## config.mk

```make
export PLATFORM = sky130hd
export DESIGN_NAME = nib2byte_framer
export DESIGN_NICKNAME = d
export VERILOG_FILES = /design/src/rtl/nib2byte_framer.sv
export SDC_FILE = /design/constraint.sdc
export NUM_CORES = 1
export LEC_CHECK = 0
export BUFFER_PORTS_ARGS = -buffer_cell sky130_fd_sc_hd__buf_2
export CORE_UTILIZATION = 50
export CTS_CLUSTER_DIAMETER = 30
export CTS_CLUSTER_SIZE = 25
export DETAILED_ROUTE_END_ITERATION = 7
export GPL_TIMING_DRIVEN = 0
export PLACE_DENSITY = 0.67
export SKIP_CTS_REPAIR_TIMING = 1
export SLEW_MARGIN = 20
export SYNTH_ARGS = -nofsm -noshare
export SYNTH_HDL_FRONTEND = slang
export SYNTH_SLANG_ARGS = --single-unit
```

## constraint.sdc

```tcl
create_clock -name iclk -period 5.7 [get_ports iclk]
set_input_delay 0.285 -clock iclk [delete_from_list [all_inputs] [get_ports iclk]]
set_output_delay 0.285 -clock iclk [all_outputs]
set_load 0.005 [all_outputs]
```

## src/rtl/nib2byte_framer.sv

```systemverilog
// Packs 4-bit nibbles into bytes, frames them into FRAME_BYTES-byte packets
// and queues them in a show-ahead FIFO with valid/ready toward the byte sink.
module nib2byte_framer #(
  parameter int FRAME_BYTES = 188,
  parameter int FIFO_DEPTH  = 8
) (
  input  logic       iclk,
  input  logic       irst,
  input  logic [3:0] idat,
  input  logic       isop,
  input  logic       ival,
  output logic       oreq,
  input  logic       ireq,
  output logic [7:0] odat,
  output logic       oval,
  output logic       osop,
  output logic       oeop,
  output logic       oerr,
  output logic       oovf
);

  localparam int BW = (FRAME_BYTES > 1) ? $clog2(FRAME_BYTES) : 1;
  localparam int AW = $clog2(FIFO_DEPTH);
  localparam int CW = AW + 1;

  typedef enum logic [1:0] {IDLE, LO, HI} state_t;

  state_t        state, state_n;
  logic [3:0]    lo_reg, lo_n;
  logic [BW-1:0] byte_cnt, cnt_n;
  logic          push, push_sop, push_eop, err_n;
  logic [7:0]    push_dat;

  always_ff @(posedge iclk or negedge irst) begin
    if (!irst) begin
      state    <= IDLE;
      lo_reg   <= '0;
      byte_cnt <= '0;
    end else begin
      state    <= state_n;
      lo_reg   <= lo_n;
      byte_cnt <= cnt_n;
    end
  end

  always_comb begin
    state_n  = state;
    lo_n     = lo_reg;
    cnt_n    = byte_cnt;
    push     = 1'b0;
    push_sop = 1'b0;
    push_eop = 1'b0;
    push_dat = {idat, lo_reg};
    err_n    = 1'b0;
    if (ival) begin
      if (isop) begin
        // Any sop restarts framing; inside a frame it also flags the truncation.
        err_n   = (state != IDLE);
        lo_n    = idat;
        cnt_n   = '0;
        state_n = HI;
      end else begin
        case (state)
          LO: begin
            lo_n    = idat;
            state_n = HI;
          end
          HI: begin
            push     = 1'b1;
            push_sop = (byte_cnt == '0);
            push_eop = (byte_cnt == BW'(FRAME_BYTES - 1));
            if (push_eop) begin
              cnt_n   = '0;
              state_n = IDLE;
            end else begin
              cnt_n   = byte_cnt + BW'(1);
              state_n = LO;
            end
          end
          default: state_n = IDLE;
        endcase
      end
    end
  end

  logic [9:0]    mem [FIFO_DEPTH];
  logic [AW-1:0] wr_ptr, rd_ptr;
  logic [CW-1:0] count;
  logic          full, empty, pop, wr_en;
  logic [9:0]    head;

  assign full  = (count == CW'(FIFO_DEPTH));
  assign empty = (count == '0);
  assign pop   = !empty && ireq;
  assign wr_en = push && (!full || pop);

  always_ff @(posedge iclk) begin
    if (wr_en) mem[wr_ptr] <= {push_eop, push_sop, push_dat};
  end

  // A push into a full FIFO with no pop is dropped and latches the overflow flag.
  always_ff @(posedge iclk or negedge irst) begin
    if (!irst) begin
      wr_ptr <= '0;
      rd_ptr <= '0;
      count  <= '0;
      oerr   <= 1'b0;
      oovf   <= 1'b0;
    end else begin
      oerr <= err_n;
      if (push && full && !pop) oovf <= 1'b1;
      if (wr_en) wr_ptr <= wr_ptr + AW'(1);
      if (pop)   rd_ptr <= rd_ptr + AW'(1);
      case ({wr_en, pop})
        2'b10:   count <= count + CW'(1);
        2'b01:   count <= count - CW'(1);
        default: count <= count;
      endcase
    end
  end

  assign head = mem[rd_ptr];
  assign oval = !empty;
  assign odat = oval ? head[7:0] : 8'h00;
  assign osop = oval && head[8];
  assign oeop = oval && head[9];
  assign oreq = (count <= CW'(FIFO_DEPTH - 2));

endmodule

```

==> summary.txt <==
Finish
  • Non-Filler Cell Area, Final: 4980 µm²
  • Layout overhead on the synthesized area: 11.6%
  • Total area of multi-input combinational cells: around 1400 µm²
  • Reg with most FFs: mem
  • Fillers: 691
  • Max FFs per register: 80
  • Register cell area after layout: 3050 µm²
  • Diode insertion count for antenna repair: 0
  • Fin nets: 321
  • Biggest registers after layout: mem: 80 flops, byte_cnt: 8 flops
  • Share of post-route cells with drive strength above 1: 27.2%

Floorplanning
  • Floorplan die height: 96.5 µm
  • Placeable core region: 8680 µm²
  • Number of placement rows: 34
  • Area enclosed by the die boundary: around 9300 µm²
  • Number of top-level pins: 23
  • Horizontal extent of the die: 96.5 µm
  • Initial core utilization: 51.5%

Routing
  • Iter 0 DRT Violations: 100
  • DR vias/cell: 5.60
  • Detail Route Antenna Nets: 0
  • Post-detailed-route wirelength per cell: about 18 µm
  • Drt drc: 0
  • Iteration count of the initial detailed-routing pass: 4
  • Total number of vias: 2,351
  • Sum of routed wire length over all layers: 7600 µm

Worst setup path
  • Path type of the worst setup path: register to register
  • Crit-path cells: nand4bb_1, buf_2, a21oi_2, nand2_1, nor2_1
  • CP endpoint kind: register
  • Cell with the largest stage delay on the worst path: sky130_fd_sc_hd__nor2_1
  • CP startpoint kind: register
  • CP max stage delay: 0.85 ns
  • Largest driver fanout on the critical path: 10
  • Worst path arrival time: 2.51 ns
  • Data required time at the worst endpoint: 5.69 ns

Timing
  • Slew at the pin closest to its max-slew limit: about 1.1 ns
  • Post-route minimum period: around 2.5 ns
  • Number of max-slew violations in the final report: 0
  • Max Fclk: 397 MHz
  • Period Utilization, post-route: between 40 and 50%
  • Final setup violating endpoints: 0
  • Total negative slack for setup checks: 0 ns
  • Unrepaired setup endpoints after global routing: no
  • Final count of hold timing violations: 0
  • Worst Clk Skew: 0.0119 ns
  • Relative slew slack: 29.2%

Placed design
  • Placed cell area: 4780 µm²
  • Placer congestion estimate: 0.760
  • # port buffers: 22
  • HPWL Detailed: 5240 µm

Yosys
  • Synth Instances: about 270
  • Number of synthesized flops with an enable pin: 80
  • Mapped Avg Cell Area: 16.7 µm²
  • Flip-flop cell with the highest count after synthesis: sky130_fd_sc_hd__edfxtp_1
  • Most used standard cells in the synthesized netlist: sky130_fd_sc_hd__edfxtp_1, sky130_fd_sc_hd__dfrtp_1, sky130_fd_sc_hd__nor2_1
  • Number of distinct library cells after synthesis: 46
  • Leading post-synthesis cells by cell area: sky130_fd_sc_hd__edfxtp_1, sky130_fd_sc_hd__dfrtp_1, sky130_fd_sc_hd__mux4_2, sky130_fd_sc_hd__mux2i_1, sky130_fd_sc_hd__nor2_1
  • Cell taking the most area after synthesis: sky130_fd_sc_hd__edfxtp_1
  • Seq cells post-synth: 106
  • Top-count cell post-synth: sky130_fd_sc_hd__edfxtp_1
  • Async set or reset register ratio after synthesis: around a quarter
  • Sequential-to-total area share from yosys stat: 68.4%
  • Warnings from Yosys: 0
  • Number of nets produced by synthesis: roughly 280
  • Fraction of post-synthesis cell area in the top cell type by area: 53.8%
  • Mapped Area: around 4500 µm²

Global route
  • Aggregate global-route resource usage: 18.8%
  • First-pass GRT wire length: 12,200 µm
  • Overall overflow remaining after global route: 0
  • Largest net degree at the start of global routing: 27
  • Number of antenna violations at the first check in global routing: 0
  • Vias in the first global route: 2,249

Power
  • Switching power summed over all nets: 0.000641 W
  • Sequential share of power: 46.8%
  • Net switching fraction of the power: 30.8%
  • Total chip power: 0.00208 W
  • VDD IR max: 172 µV
  • Clock Power Share: ~22%
  • Cell internal pwr: 0.00144 W
  • Total leakage power: 1.77 nW
  • Power per cell area: 417 nW/µm²
  • Comb pwr share: 31.5%

Clock tree
  • Clock transition at the register clock pins on the worst setup and hold paths after CTS: 0.10 ns
  • Clock Tree Root: sky130_fd_sc_hd__clkbuf_8
  • Clock tree from TritonCTS: built
  • Maximum buffer depth of the clock tree: 2
  • Maximum level of the CTS H-tree: 3
  • Clock insertion delay at the later pin of the skew report: 0.37 ns
  • Number of buffers created by CTS: 9
  • Number of sinks on the clock net: 106

Outcome
  • Result of the run: complete, no violations

Hold path
  • Worst hold path type: primary input to register

Flow run
  • Max Cap Violations: 0
[critical path, delay by kind of cell (launching register included)]
family                 cells  cell delay, ns
AND/OR/NAND/NOR            3            1.23
flip-flops                 1            0.43
AO/OA/AOI/OAI              1            0.26
buffers and inverters      1            0.20
[cells by family (layout without fill, tap and decap cells)]
| family | count (synthesis) | after routing | synth area share [%] |
|---|---|---|---|
| xor gates and xnor gates | 7 | 7 | 1.37 |
| muxes | 39 | 39 | 14.6 |
| buffers and inverters | 17 | 61 | 2.02 |
| and+or+nand+nor | 66 | 66 | 7.34 |
| adders and majority gates | 5 | 5 | 1.40 |
| DFF | 106 | 106 | 68.4 |
| AOI/OAI and AO/OA | 28 | 28 | 4.88 |
[final timing paths]
check / depth (start not counted) / from / endpoint / slack [ns]
max: 5 / state[0]$_DFFE_PN0P_ / mem[6][8]$_DFFE_PP_ / 3.18
min: 2 / ival / state[1]$_DFFE_PN0P_ / 0.16
max reg2reg: 5 / state[0]$_DFFE_PN0P_ / mem[6][8]$_DFFE_PP_ / 3.18
min reg2reg: 1 / oovf$_DFFE_PN0P_ / oovf$_DFFE_PN0P_ / 0.49
max in group asynchronous: 2 / irst / wr_ptr[1]$_DFFE_PN0P_ / 4.81
min in group asynchronous: 2 / irst / rd_ptr[0]$_DFFE_PN0P_ / 0.48
[layout by cell type (no fill, tap or decap), types with 3 or more instances in the layout]
master,n
sky130_fd_sc_hd__buf_2,26
sky130_fd_sc_hd__nor2_1,21
sky130_fd_sc_hd__o21ai_1,6
sky130_fd_sc_hd__dfrtp_1,26
sky130_fd_sc_hd__a31oi_1,6
sky130_fd_sc_hd__nand2_1,15
sky130_fd_sc_hd__ha_1,5
sky130_fd_sc_hd__edfxtp_1,80
sky130_fd_sc_hd__mux4_2,20
sky130_fd_sc_hd__nand3_1,5
sky130_fd_sc_hd__buf_4,5
sky130_fd_sc_hd__mux2i_1,12
sky130_fd_sc_hd__nor2b_1,3
sky130_fd_sc_hd__buf_6,3
sky130_fd_sc_hd__clkbuf_1,3
sky130_fd_sc_hd__inv_1,5
sky130_fd_sc_hd__nor3_2,5
sky130_fd_sc_hd__xnor2_1,5
sky130_fd_sc_hd__a21oi_1,4
sky130_fd_sc_hd__mux2_1,6
sky130_fd_sc_hd__clkbuf_8,9
sky130_fd_sc_hd__nor2_2,3
sky130_fd_sc_hd__clkinv_1,3
[stage by stage]
stage / cells / worst slack (ns) / hold WS, ns / utilization, %
global route: 420 / 3.04 / 0.171 / 57.4
detailed placement: 403 / 3.15 / 0.343 / 55.0
CTS: 419 / 3.12 / -0.0578 / 57.2
floorplan: 268 / 3.39 / -0.0106 / -
global placement: 398 / 2.56 / 0.337 / 54.3
finish: 420 / 3.18 / 0.161 / 57.4
[routing by layer]
layer,track usage [%],wire [µm]
met1,25.8,3300
met2,30.1,3950
met3,2.82,215
met4,8.09,136
met5,0,0
[cell type report]
class,instances,area share [%]
Buffer,11,1.36
Clock buffer,9,2.49
Clock inverter,7,1.36
Inverter,6,0.452
Multi-Input combinational cell,145,27.2
Sequential cell,106,61.3
Tap cell,108,2.71
Timing Repair Buffer,28,3.19
[power by group through the flow]
stage | logic [W] | clock network (W) | registers [W]
6_report | 0.000656 | 0.000451 | 0.000973
5_1_grt | 0.000735 | 0.000489 | 0.000983
4_1_cts | 0.000673 | 0.000459 | 0.000974
3_5_place_dp | 0.000671 | 0 | 0.000990
3_3_place_gp | 0.000649 | 0 | 0.000980
2_1_floorplan | 0.000484 | 0 | 0.000969
No activity file was read; power rests on OpenSTA's default activity.
